**src/rtl/instr_fetch_unit.sv**
```systemverilog
// instr_fetch_unit: front-end fetch stage feeding the IF/ID register.
// Issues in-order word requests to instruction memory. Buffers returned {pc, instr}
// pairs in a DEPTH-entry prefetch FIFO and presents the head to decode. A redirect
// flushes the FIFO; responses to requests already in flight are discarded.
//
// Ports:
//   clk, reset_n                      clock, async active-low reset
//   fetch_en                          allow new requests to issue
//   mem_req_valid/ready/addr          request channel to instruction memory
//   mem_rsp_valid/data                in-order responses, no backpressure
//   redirect_valid/pc                 flush and restart fetch at redirect_pc
//   if_valid/ready/pc/instr           head of prefetch FIFO toward decode
//   err_unexp_rsp                     sticky: response with nothing outstanding
module instr_fetch_unit #(
  parameter int unsigned             DATA_WIDTH = 32,
  parameter int unsigned             DEPTH      = 4,
  parameter logic [DATA_WIDTH-1:0]   RESET_PC   = '0
) (
  input  logic                  clk,
  input  logic                  reset_n,
  input  logic                  fetch_en,
  output logic                  mem_req_valid,
  input  logic                  mem_req_ready,
  output logic [DATA_WIDTH-1:0] mem_req_addr,
  input  logic                  mem_rsp_valid,
  input  logic [DATA_WIDTH-1:0] mem_rsp_data,
  input  logic                  redirect_valid,
  input  logic [DATA_WIDTH-1:0] redirect_pc,
  output logic                  if_valid,
  input  logic                  if_ready,
  output logic [DATA_WIDTH-1:0] if_pc,
  output logic [DATA_WIDTH-1:0] if_instr,
  output logic                  err_unexp_rsp
);

  localparam int unsigned PtrW = $clog2(DEPTH);
  localparam int unsigned CntW = PtrW + 1;

  typedef enum logic [0:0] {StIdle, StRun} state_e;

  state_e                state_q;
  logic [DATA_WIDTH-1:0] fetch_pc_q, fetch_pc_d;
  logic [DATA_WIDTH-1:0] rsp_pc_q, rsp_pc_d;
  logic [CntW-1:0]       live_q, live_d;
  logic [CntW-1:0]       drop_q, drop_d;
  logic [CntW-1:0]       count_q, count_d;
  logic [PtrW-1:0]       wr_ptr_q, wr_ptr_d;
  logic [PtrW-1:0]       rd_ptr_q, rd_ptr_d;
  logic                  err_q, err_d;
  logic [DATA_WIDTH-1:0] pc_mem_q    [DEPTH];
  logic [DATA_WIDTH-1:0] instr_mem_q [DEPTH];

  logic                  credit_ok;
  logic                  req_fire;
  logic                  push;
  logic                  pop;
  logic [CntW-1:0]       stale_total;
  logic [DATA_WIDTH-1:0] redirect_aligned;
  logic                  unused_redirect_lsb;

  assign unused_redirect_lsb = ^redirect_pc[1:0];
  assign redirect_aligned    = {redirect_pc[DATA_WIDTH-1:2], 2'b00};

  // Credits cover both FIFO occupancy and in-flight live requests, so every live
  // response is guaranteed a FIFO slot.
  assign credit_ok     = ({1'b0, live_q} + {1'b0, count_q}) < (CntW + 1)'(DEPTH);
  assign mem_req_valid = (state_q == StRun) && !redirect_valid && credit_ok;
  assign req_fire      = mem_req_valid && mem_req_ready;
  assign mem_req_addr  = fetch_pc_q;

  assign if_valid      = (count_q != '0) && !redirect_valid;
  assign pop           = if_valid && if_ready;
  assign if_pc         = pc_mem_q[rd_ptr_q];
  assign if_instr      = instr_mem_q[rd_ptr_q];
  assign err_unexp_rsp = err_q;

  always_comb begin
    fetch_pc_d  = fetch_pc_q;
    rsp_pc_d    = rsp_pc_q;
    live_d      = live_q;
    drop_d      = drop_q;
    count_d     = count_q;
    wr_ptr_d    = wr_ptr_q;
    rd_ptr_d    = rd_ptr_q;
    err_d       = err_q;
    push        = 1'b0;
    stale_total = drop_q + live_q;

    if (redirect_valid) begin
      // Everything in flight becomes stale; a response arriving now is one of them.
      if (mem_rsp_valid) begin
        if (stale_total == '0) begin
          err_d = 1'b1;
        end else begin
          stale_total = stale_total - CntW'(1);
        end
      end
      drop_d     = stale_total;
      live_d     = '0;
      count_d    = '0;
      wr_ptr_d   = '0;
      rd_ptr_d   = '0;
      fetch_pc_d = redirect_aligned;
      rsp_pc_d   = redirect_aligned;
    end else begin
      if (req_fire) begin
        fetch_pc_d = fetch_pc_q + DATA_WIDTH'(4);
      end
      if (mem_rsp_valid) begin
        if (drop_q != '0) begin
          drop_d = drop_q - CntW'(1);
        end else if (live_q != '0) begin
          push = 1'b1;
        end else begin
          err_d = 1'b1;
        end
      end
      live_d = live_q + CntW'(req_fire) - CntW'(push);
      if (push) begin
        wr_ptr_d = wr_ptr_q + PtrW'(1);
        rsp_pc_d = rsp_pc_q + DATA_WIDTH'(4);
      end
      if (pop) begin
        rd_ptr_d = rd_ptr_q + PtrW'(1);
      end
      count_d = count_q + CntW'(push) - CntW'(pop);
    end
  end

  always_ff @(posedge clk or negedge reset_n) begin
    if (!reset_n) begin
      state_q    <= StIdle;
      fetch_pc_q <= {RESET_PC[DATA_WIDTH-1:2], 2'b00};
      rsp_pc_q   <= {RESET_PC[DATA_WIDTH-1:2], 2'b00};
      live_q     <= '0;
      drop_q     <= '0;
      count_q    <= '0;
      wr_ptr_q   <= '0;
      rd_ptr_q   <= '0;
      err_q      <= 1'b0;
      for (int i = 0; i < DEPTH; i++) begin
        pc_mem_q[i]    <= '0;
        instr_mem_q[i] <= '0;
      end
    end else begin
      unique case (state_q)
        StIdle:  if (fetch_en)  state_q <= StRun;
        StRun:   if (!fetch_en) state_q <= StIdle;
        default: state_q <= StIdle;
      endcase
      fetch_pc_q <= fetch_pc_d;
      rsp_pc_q   <= rsp_pc_d;
      live_q     <= live_d;
      drop_q     <= drop_d;
      count_q    <= count_d;
      wr_ptr_q   <= wr_ptr_d;
      rd_ptr_q   <= rd_ptr_d;
      err_q      <= err_d;
      if (push) begin
        pc_mem_q[wr_ptr_q]    <= rsp_pc_q;
        instr_mem_q[wr_ptr_q] <= mem_rsp_data;
      end
    end
  end

endmodule

```
**config.mk**
```make
export PLATFORM = sky130hd
export DESIGN_NAME = instr_fetch_unit
export DESIGN_NICKNAME = d
export VERILOG_FILES = /design/src/rtl/instr_fetch_unit.sv
export SDC_FILE = /design/constraint.sdc
export NUM_CORES = 1
export LEC_CHECK = 0
export BUFFER_PORTS_ARGS = -buffer_cell sky130_fd_sc_hd__buf_2
export CORE_ASPECT_RATIO = 0.75
export CORE_MARGIN = 5
export CORE_UTILIZATION = 59
export CTS_CLUSTER_DIAMETER = 40
export DETAILED_ROUTE_END_ITERATION = 10
export MAX_ROUTING_LAYER = met4
export PLACE_DENSITY = 0.89
export REMOVE_ABC_BUFFERS = 1
export SETUP_SLACK_MARGIN = 0.2
export SLEW_MARGIN = 10
export SYNTH_ARGS = -nofsm -noshare
export SYNTH_HDL_FRONTEND = slang
export SYNTH_SLANG_ARGS = --single-unit
```
**constraint.sdc**
```tcl
create_clock -name clk -period 3.52 [get_ports clk]
set_clock_uncertainty 0.05 [all_clocks]
set_input_delay 1.056 -clock clk [delete_from_list [all_inputs] [get_ports clk]]
set_output_delay 1.056 -clock clk [all_outputs]
set_load 0.02 [all_outputs]
```
# After elaboration in Yosys (flattened, before gate mapping)
# Index checks and enable logic that the tools add are counted.
# word_totals
register_bits	335
# op_classes
bitwise_logic	2
add_sub_neg	12
eq_ne	3
n_mux	37
n_lt_le_gt_ge	4
n_reduce_logical	18
# op_table
cell	count
$mux 32	9
$bwmux 128	2
$bmux 32 s2	2
$add 32x3->32 const B	2
$demux 32 s2	1
$mux 3	7
$mux 1	12
$reduce_bool 2->1	5
$reduce_bool 3->1	3
$mux 2	4
$add 3x1->3	2
$ge 3x3->1 const B	2
$logic_and 1x1->1	6
$not 2->3	2
$sub 3x1->3	2
$sub 3x1->3 const B	2
$add 2x1->2 const B	2
$add 3x3->4	1
$lt 4x3->1 const B	1
$ne 2x2->1 const B	2
$reduce_and 4->1	1
$add 3x3->3	1
$logic_not 3->1	1
$lt 3x1->1 const B	1
other kinds (3)	3

# Longest topological paths before layout
# logic_depth
word_depth	8
mapped_depth	14
ltp_nobuf	12

# Least setup slack after synthesis
# OpenSTA, ideal clock, no wires.
# synth_timing
path_kind	input to register
from	input redirect_valid
to	register count_q[2]
required_time_ps	3338
arrival_time_ps	3184
path_stages	12
setup_time_ps	132
slack_ps	154
path_cell_list	buf_2 > clkbuf_1 > buf_1 > buf_1 > nor2_1 > ha_1 > inv_1 > ha_1 > inv_1 > fa_1 > xnor2_1 > nor2_1
# synth_via
elab_chain_cells	5
# synth_lines
element	line	text
start, declared	27	input logic redirect_valid,
$logic_not 1->1	71	assign if_valid = (count_q != '0) && !redirect_valid;
$logic_and 1x1->1	71	
$logic_and 1x1->1	72	assign pop = if_valid && if_ready;
$sub 3x1->3	126	count_d = count_q + CntW'(push) - CntW'(pop);
$mux 3 (*)	89	if (redirect_valid) begin
via count_d[2]	46	logic [CntW-1:0] count_q, count_d;
end signal, assigned	155	count_q <= count_d;
end, declared	46	
# The timed path passes the listed nets; every way through them passes the cells marked *.
# A chain may end at the register's enable or synchronous reset.

# Final worst setup path
# layout_timing
from	register rd_ptr_q[0]
to	output if_pc[14]
# layout_via
elab_chain_cells	4
# layout_lines
element	line	text
start, declared	48	logic [PtrW-1:0] rd_ptr_q, rd_ptr_d;
start signal, assigned	157	rd_ptr_q <= rd_ptr_d;
$not 2->3 (implied by the code)	73	assign if_pc = pc_mem_q[rd_ptr_q];
$bmux 32 s2	73	
$mux 32 (implied by the code) (2 in series)	73	
end, declared	31	output logic [DATA_WIDTH-1:0] if_pc,
# No other way between the ends. The select of a mux whose other input is x is not followed.

==> out/metrics.cfg <==
[clock_network]
clock_path_buffers=3
clock-root-buffer=clkbuf_16
h-tree-depth=2
clock_sinks=323
cts-buffers-inserted=36
post-cts-setup-buffers=0
clk_pin_slew_ns=0.06
postCtsHoldBufs=0
post_cts_resized=0
tritoncts=done
clock_latency_ns=0.52

[drt]
ant_nets=0
wl_per_cell_um=22.40
dr.first_iter.drc_count=638
vias_per_cell=6.110
drt_pass1_iterations=5
drc=0
drt-total-wl_mm=35.95
vias=9807

[synthesis]
synth_top_family_by_area=multiplexers
synth_simple_gate_area_share_pct=7.490
synthFlopType=dfrtp_1
synth_compound_gate_area_share_pct=3.486
synth_area_leaders=dfrtp_1 (53%), mux2_2 (19%), mux4_2 (9.2%)
synth_xor_area_share_pct=2.705
synthMuxAreaShare_pct=27.96
syn_inst=1090
synth.most_common_cell=dfrtp_1
synth_seq_cells=323
yosys_warnings=0
yosys-top-cells-count=dfrtp_1 (323), mux2_2 (253), mux4_2 (62)
synth_top_area_share_pct=53.11
synth_edf_count=0
yosysSeqAreaShare_pct=53.11
syn-cell-area_um2=15220
async_reset_ff_share_pct=100.0
synth_fa_ha_area_share_pct=1.875
synth_cell_types=58
syn_avg_cell_area_um2=13.96
synth_area_leader_cell=dfrtp_1

[floorplan]
die_h_um=149.1
start_util_pct=60.36
core.rowCount=50
die_area_um2=29140
ios=170
core_area_um2=25210
die_x_um=195.5

[timing]
worstMarginPinSlew_ns=0.8822
finalCritPeriodShare_pct=91.50
final_max_slew_viol_count=0
setup_tns_ns=0
fmax_mhz=310.5
setup_ws_ns=0.2993
setup_violations=0
relSlewSlack_pct=40.97
finalCriticalPeriod_ns=3.221
whs_ns=0.4511
hold_violations=0
rsz0062_at_grt=no

[final_layout]
fillers=1685
nets=1333
multi_input_area_um2=6646
antenna_cells=0
drive_gt1_share_pct=46.65
area_delta_synth_final_pct=16.00
final-instance-count-excl-fill=1605
seq_area_um2=8088

[placed_design]
numPortBuffers=163
hpwlAfterDp_mm=23.20
globalplace.congestion=0.8833
placed_cells=1541
dp_slack_ns=0.4676

[grt]
grt_start_max_net_pins=80
grt_pass1_vias=10567
grt_pass1_wl_mm=58.78
grt_overflow_total=0
track_usage_pct=26.03
antenna_found_initial=0

[worst_setup_path]
crit_type=flip-flop to output pin
startpoint=rd_ptr_q[0]$_DFFE_PN0P_
reg2reg_from=drop_q[0]$_DFFE_PN0P_
critical_path_arrival_ns=2.11
worst_setup_path_end_kind=output pin
crit_required_ns=2.41
critPathLaunchType=flip-flop
path_max_fanout=21

[job]
drv_cap=0

[min_path]
worst_hold_path_type=flip-flop to flip-flop
min_from=pc_mem_q[45]$_DFFE_PN0P_

[power]
p_leak_uw=0.008384
p_per_area_nw_per_um2=647.8
ir_drop_mv=0.4342

[status]
status=complete, no violations

-- logic make-up after synthesis --
kind of cell             count (synthesis)
multiplexers                           316
adder cells (fa/ha/maj)                 21
other                                    1
flip-flops                             323
AO/OA/AOI/OAI                           84
AND/OR/NAND/NOR                        197
buffers and inverters                  101
XOR/XNOR                                47
-- cell type report --
| cell class | instances | share of cell area [%] |
|---|---|---|
| clock buffers | 44 | 5.621 |
| clock inverters | 20 | 1.644 |
| inverters | 26 | 0.5528 |
| multi-input cells | 669 | 37.65 |
| flip-flops and latches | 323 | 45.81 |
| well taps | 338 | 2.396 |
| repair buffers | 185 | 6.322 |
-- sequential cells by signal, summed over array words and instances (netlist names) --
| signal | count |
|---|---|
| instr_mem_q | 128 |
| pc_mem_q | 120 |
| mem_req_addr | 30 |
| rsp_pc_q | 30 |
| count_q | 3 |
| drop_q | 3 |
| live_q | 3 |
| rd_ptr_q | 2 |
| wr_ptr_q | 2 |
| err_unexp_rsp | 1 |
| state_q | 1 |
-- layer usage --
| layer | part of all wire (%) | up-vias | track usage (%) |
|---|---|---|---|
| met5 | 0 | - | - |
| met2 | 48 | 349 | 40.94 |
| li1 | - | 4267 | - |
| met4 | 1.7 | 0 | 5.652 |
| met1 | 43 | 5126 | 35.50 |
| met3 | 6.9 | 65 | 5.893 |
-- placed cells by master, fill, tap and decap left out, types with 5 or more instances in the layout --
cell type and count:
a21oi_1 9, a31oi_1 5, and3_1 11, buf_12 10
buf_2 162, buf_4 12, bufinv_16 6, clkbuf_16 37
dfrtp_1 321, ha_1 18, inv_1 26, inv_6 7
mux2_2 253, mux4_2 62, nand2_1 57, nand2b_1 6
nand3_1 27, nand4_1 12, nor2_1 29, nor3_1 8
nor3_2 13, o211ai_1 11, o21ai_0 22, o21ai_1 13
o311ai_0 7, xnor2_1 33, xor2_1 14
-- worst paths after layout --
check | end | slack [ns] | cells after the start
worst min-delay path | pc_mem_q[45]$_DFFE_PN0P_ | 0.45 | 1
worst max register to register | pc_mem_q[7]$_DFFE_PN0P_ | 0.87 | 8
worst min register to register | pc_mem_q[45]$_DFFE_PN0P_ | 0.45 | 1
max in group asynchronous | instr_mem_q[71]$_DFFE_PN0P_ | 2.10 | 2
worst max-delay path | if_pc[14] | 0.30 | 3
min in group asynchronous | pc_mem_q[53]$_DFFE_PN0P_ | 0.46 | 1
-- worst max-delay path, stage by stage, from the launching register on --
cell and delay, ns:
dfrtp_4 0.43, buf_4 0.39, mux4_2 0.60, buf_2 0.18
-- report_power, final --
group | internal [uW] | total (uW) | switching (uW)
Clock | 2480 | 4030 | 1550
Combinational | 1310 | 2870 | 1560
Sequential | 4150 | 4530 | 380
-- through the flow --
stage	util, %	area, um^2	total power [uW]
detailed placement	64.93	16370	7458
global placement	64.93	16370	7336
CTS	70.02	17650	11540
global route	70.02	17650	11980
finish	70.02	17650	11440
floorplan	-	14820	6454
Power figures use the tool's default switching activity.
